===== src/rtl/spi_byte_engine.sv =====
// SPI mode-0 byte shifter driving nSS/MOSI/SCK for the expansion CPLD.
// One command strobe moves one byte out on MOSI and one byte in from MISO.
module spi_byte_engine #(
  parameter int DIVW = 4
) (
  input  logic            CLK,
  input  logic            nRST,
  input  logic            CMD_WR,
  input  logic [7:0]      CMD_DATA,
  input  logic [1:0]      CMD_NSS,
  input  logic            CMD_KEEP,
  input  logic [DIVW-1:0] CMD_DIV,
  input  logic [2:0]      MISO,
  output logic            MOSI,
  output logic            SCK,
  output logic [1:0]      nSS,
  output logic [7:0]      RXD,
  output logic            BUSY,
  output logic            DONE,
  output logic            OVR
);

  typedef enum logic [2:0] {
    IDLE,
    LEAD,
    HIGH,
    LOW,
    FIN
  } state_t;

  state_t          state;
  logic [DIVW-1:0] cnt;
  logic [DIVW-1:0] div_q;
  logic            keep_q;
  logic [7:0]      tx;
  logic [7:0]      rx;
  logic [2:0]      bitn;
  logic            misox;
  logic            phase_end;

  // Pick the MISO line of whichever device the registered nSS selects
  always_comb begin
    misox = (MISO[0] & ~nSS[0])
          | (MISO[1] & ~nSS[1])
          | (MISO[2] & nSS[0] & nSS[1]);
  end

  assign phase_end = (cnt == '0);

  // Transfer sequencer: every phase lasts H = div+1 cycles
  always_ff @(posedge CLK or negedge nRST) begin
    if (!nRST) begin
      state  <= IDLE;
      cnt    <= '0;
      div_q  <= '0;
      keep_q <= 1'b0;
      tx     <= 8'h00;
      rx     <= 8'h00;
      bitn   <= 3'd0;
      MOSI   <= 1'b0;
      SCK    <= 1'b0;
      nSS    <= 2'b11;
      RXD    <= 8'h00;
      BUSY   <= 1'b0;
      DONE   <= 1'b0;
      OVR    <= 1'b0;
    end else begin
      DONE <= 1'b0;
      if (CMD_WR && state != IDLE) begin
        OVR <= 1'b1;
      end
      case (state)
        IDLE: begin
          if (CMD_WR) begin
            tx     <= CMD_DATA;
            div_q  <= CMD_DIV;
            cnt    <= CMD_DIV;
            keep_q <= CMD_KEEP;
            nSS    <= CMD_NSS;
            MOSI   <= CMD_DATA[7];
            OVR    <= 1'b0;
            bitn   <= 3'd0;
            BUSY   <= 1'b1;
            state  <= LEAD;
          end
        end
        LEAD, LOW: begin
          if (phase_end) begin
            SCK   <= 1'b1;
            rx    <= {rx[6:0], misox};
            cnt   <= div_q;
            state <= HIGH;
          end else begin
            cnt <= cnt - DIVW'(1);
          end
        end
        HIGH: begin
          if (phase_end) begin
            SCK <= 1'b0;
            cnt <= div_q;
            if (bitn != 3'd7) begin
              MOSI  <= tx[6];
              tx    <= {tx[6:0], 1'b0};
              bitn  <= bitn + 3'd1;
              state <= LOW;
            end else begin
              state <= FIN;
            end
          end else begin
            cnt <= cnt - DIVW'(1);
          end
        end
        FIN: begin
          if (phase_end) begin
            RXD   <= rx;
            DONE  <= 1'b1;
            BUSY  <= 1'b0;
            if (!keep_q) begin
              nSS <= 2'b11;
            end
            state <= IDLE;
          end else begin
            cnt <= cnt - DIVW'(1);
          end
        end
        default: begin
          state <= IDLE;
          BUSY  <= 1'b0;
        end
      endcase
    end
  end

endmodule


===== config.mk =====
export PLATFORM = sky130hd
export DESIGN_NAME = spi_byte_engine
export DESIGN_NICKNAME = d
export VERILOG_FILES = /design/src/rtl/spi_byte_engine.sv
export SDC_FILE = /design/constraint.sdc
export NUM_CORES = 1
export LEC_CHECK = 0
export CAP_MARGIN = 20
export CORE_MARGIN = 4
export CORE_UTILIZATION = 57
export CTS_CLUSTER_SIZE = 40
export DETAILED_ROUTE_END_ITERATION = 10
export PLACE_DENSITY = 0.87
export RECOVER_POWER = 25
export SLEW_MARGIN = 30
export SYNTH_ARGS = -nofsm -noshare
export SYNTH_HDL_FRONTEND = slang
export SYNTH_SLANG_ARGS = --single-unit

===== constraint.sdc =====
create_clock -name CLK -period 3.79 [get_ports CLK]
set_input_delay 0.9475 -clock CLK [delete_from_list [all_inputs] [get_ports CLK]]
set_output_delay 0.9475 -clock CLK [all_outputs]
set_load 0.03 [all_outputs]

==> impl_metrics.csv <==
group,metric,value,unit
routing,drtIter0Drc,93,
clocking,clk_pin_slew,0.08,ns
final_layout,antenna_cells,0,
clocking,hold_buffers,0,
global_routing,grt_pass1_vias,1567,
run,max_cap_violations,1,
setup_path,crit-reg2reg-launch,"cnt[0]",
pwr,swShare,36.18,%
setup_path,cp-end-kind,"register",
clocking,cts_buffers,5,
setup_path,start_kind,"register",
sta,setup_tns,0,ns
floorplan,ioPinCount,36,
yosys,synth_seq_cells,45,
place,gp_routability_congestion,0.8734,
final_layout,fillers,263,
place,dp_cells,268,
yosys,ys_async_sr_fraction,100.0,%
run_status,violations,"capacitance limit, slew limit",
sta,fin_crit_sh,72.90,%
floorplan,die_w,70.53,µm
yosys,yosysSeqAreaShare,50.65,%
floorplan,dieHeight,70.53,µm
setup_path,worstPathCellList,"inv_1 > ha_1 > nor3b_2 > nand3_1 > a32oi_1 > o22a_1",
worst_hold_path,hold_class,"reg -> reg",
clocking,cts_tree,"built",
worst_hold_path,hp-start,"keep_q",
floorplan,initial_core_util,59.97,%
routing,drtPass1Iterations,6,
pwr,peakVddDrop,0.4185,mV
place,place_ws,0.9225,ns
sta,layout_setup_ws,1.027,ns
pwr,p_leak,0.001203,µW
yosys,synth_area_per_cell,11.55,µm²
yosys,synth_cells,193,
routing,drc,0,
clocking,cts_root_buf,"clkbuf_8",
pwr,p_switching,665.4,µW
floorplan,core-area,3716,µm²
yosys,synth_nets,218,
floorplan,rows,22,
clocking,cts_resized,0,
sta,skew,0.006359,ns
final_layout,area_delta_synth_final,19.71,%
final_layout,fin_util,71.78,%
sta,hold_viol_final,0,
setup_path,critPathKind,"reg -> reg",
final_layout,seqCellArea,1129,µm²
place,hpwl,2.932,mm
global_routing,grt.total_usage,19.16,%
clocking,cts.sinks,45,
sta,finalSetupViolCount,0,
routing,detail-route-antenna-nets,0,
global_routing,antenna_found_initial,0,
setup_path,required,4.04,ns
yosys,yosysWarnings,0,
sta,max_freq,0.3620,GHz
global_routing,overflow,0,
sta,rsz0062_at_grt,"no",
final_layout,final_cell_mix,"43 x dfrtp_1, 34 x clkdlybuf4s50_1, 24 x nand2_1, 24 x mux2_2",
clocking,post_cts_buffers,0,
setup_path,crit_start,"cnt[0]",
pwr,seq_power_share,44.4,%
global_routing,grt_max_degree,46,
final_layout,drive_above_1_share,23.68,%
clocking,clock_latency,0.31,ns
sta,slew_headroom,-56.53,%
final_layout,multi_input_area,1002,µm²
yosys,synth_cell_types,45,
setup_path,crit_slowest_cell,"nor3b_2",
routing,vias_per_cell,5.786,
routing,routed_wl,4.369,mm
place,portBuffers,35,
pwr,power_frac_comb,38.8,%
sta,drv_slew,46,
routing,vias,1597,
yosys,netlist_area,2228,µm²
clocking,cts_buffer_depth,2,
pwr,p_clk_share,16.8,%
yosys,synth_ff_type,"dfrtp_1",
pwr,internal_power,1174,µW
final_layout,nets,252,
sta,period_minus_slack,2.763,ns
setup_path,cp.arrival,3.02,ns
floorplan,dieArea,4974,µm²
final_layout,final_common_cell,"dfrtp_1",
pwr,power_per_cell_area,689.4,nW/µm²
setup_path,critical_path_peak_fanout,14,
sta,max_slew.worst_pin.slew,2.348,ns
final_layout,final_cells,276,
setup_path,max_stage_delay,0.73,ns
run_status,outcome,"finished with violations",
routing,wl_per_cell,15.83,µm
yosys,synth_edf_count,0,
clocking,h-tree-depth,2,
global_routing,grt_pass1_wl,7.521,mm
[path summary, 6_finish.rpt]
kind / to / slack, ns / depth (start not counted)
worst max-delay path: nSS[0] / 1.03 / 6
worst min-delay path: keep_q / 0.48 / 2
worst max register to register: nSS[0] / 1.03 / 6
worst min register to register: keep_q / 0.48 / 2
max in group asynchronous: rx[5] / 1.12 / 1
min in group asynchronous: BUSY / 1.34 / 1
[sequential cells by signal, indices dropped and copies added (netlist names), named ones only]
name	count
BUSY	1
DONE	1
MOSI	1
RXD	8
SCK	1
bitn	3
cnt	4
div_q	4
keep_q	1
nSS	2
rx	8
state	3
tx	7
[final cells by class]
cell class	instances	area share, %
timing repair buffer	36	13.18
tap	48	2.251
clock inverter	3	0.8443
clock buffer	5	2.580
inverter	9	1.266
sequential	45	42.31
multi-input combinational	130	37.57
[worst max-delay path, delay by kind of cell (launching register included)]
kind | cells | cell delay, ns
AND/OR/NAND/NOR | 2 | 1.29
AO/OA/AOI/OAI | 2 | 0.63
flip-flops | 1 | 0.46
adder cells (fa/ha/maj) | 1 | 0.21
buffers and inverters | 1 | 0.11
[metrics by stage]
stage          total power, µW  instance area [µm²]  hold slack [ns]
4_1_cts                   1846                 2671           0.4835
6_report                  1839                 2668           0.4850
2_1_floorplan             1352                 2228           0.4404
3_5_place_dp              1531                 2580           0.4628
5_1_grt                   1956                 2668           0.5101
3_3_place_gp              1498                 2577           0.4569
[cell families (layout without fill, tap and decap cells)]
logic type / count (synthesis) / in the layout / synth area share [%]
and+or+nand+nor: 62 / 62 / 15.05
DFF: 45 / 45 / 50.65
AOI/OAI and AO/OA: 33 / 33 / 10.84
muxes: 31 / 31 / 16.84
buffers and inverters: 18 / 53 / 4.379
adders and majority gates: 4 / 4 / 2.246
[Yosys cell counts (3+ instances only)]
| cell type | instances | share of area [%] |
|---|---|---|
| ha_1 | 4 | 2.2 |
| nor2_1 | 9 | 1.5 |
| nor2b_1 | 3 | 0.84 |
| clkbuf_1 | 4 | 0.67 |
| mux2_2 | 24 | 12 |
| nor3_1 | 7 | 1.6 |
| dfrtp_1 | 43 | 48 |
| nand4_1 | 4 | 1.1 |
| nand2_1 | 24 | 4.0 |
| mux2_4 | 7 | 4.7 |
| nand3_1 | 3 | 0.67 |
| o22ai_1 | 3 | 0.84 |
| o21ai_0 | 6 | 1.3 |
| inv_1 | 9 | 1.5 |
[per-layer routing]
layer	part of all wire [%]	global-route usage [%]	up-vias
met5	0	0	-
met4	1.6	9.149	0
met3	6.9	5.036	10
met2	48	28.69	56
met1	44	25.93	776
li1	-	-	755
[power groups by stage]
stage	logic [µW]	clock network, µW	registers (µW)
detailed placement	711	0	820
finish	714	309	816
global route	783	332	841
floorplan	543	0	809
global placement	688	0	810
CTS	718	316	812
No activity file was read; power rests on OpenSTA's default activity.
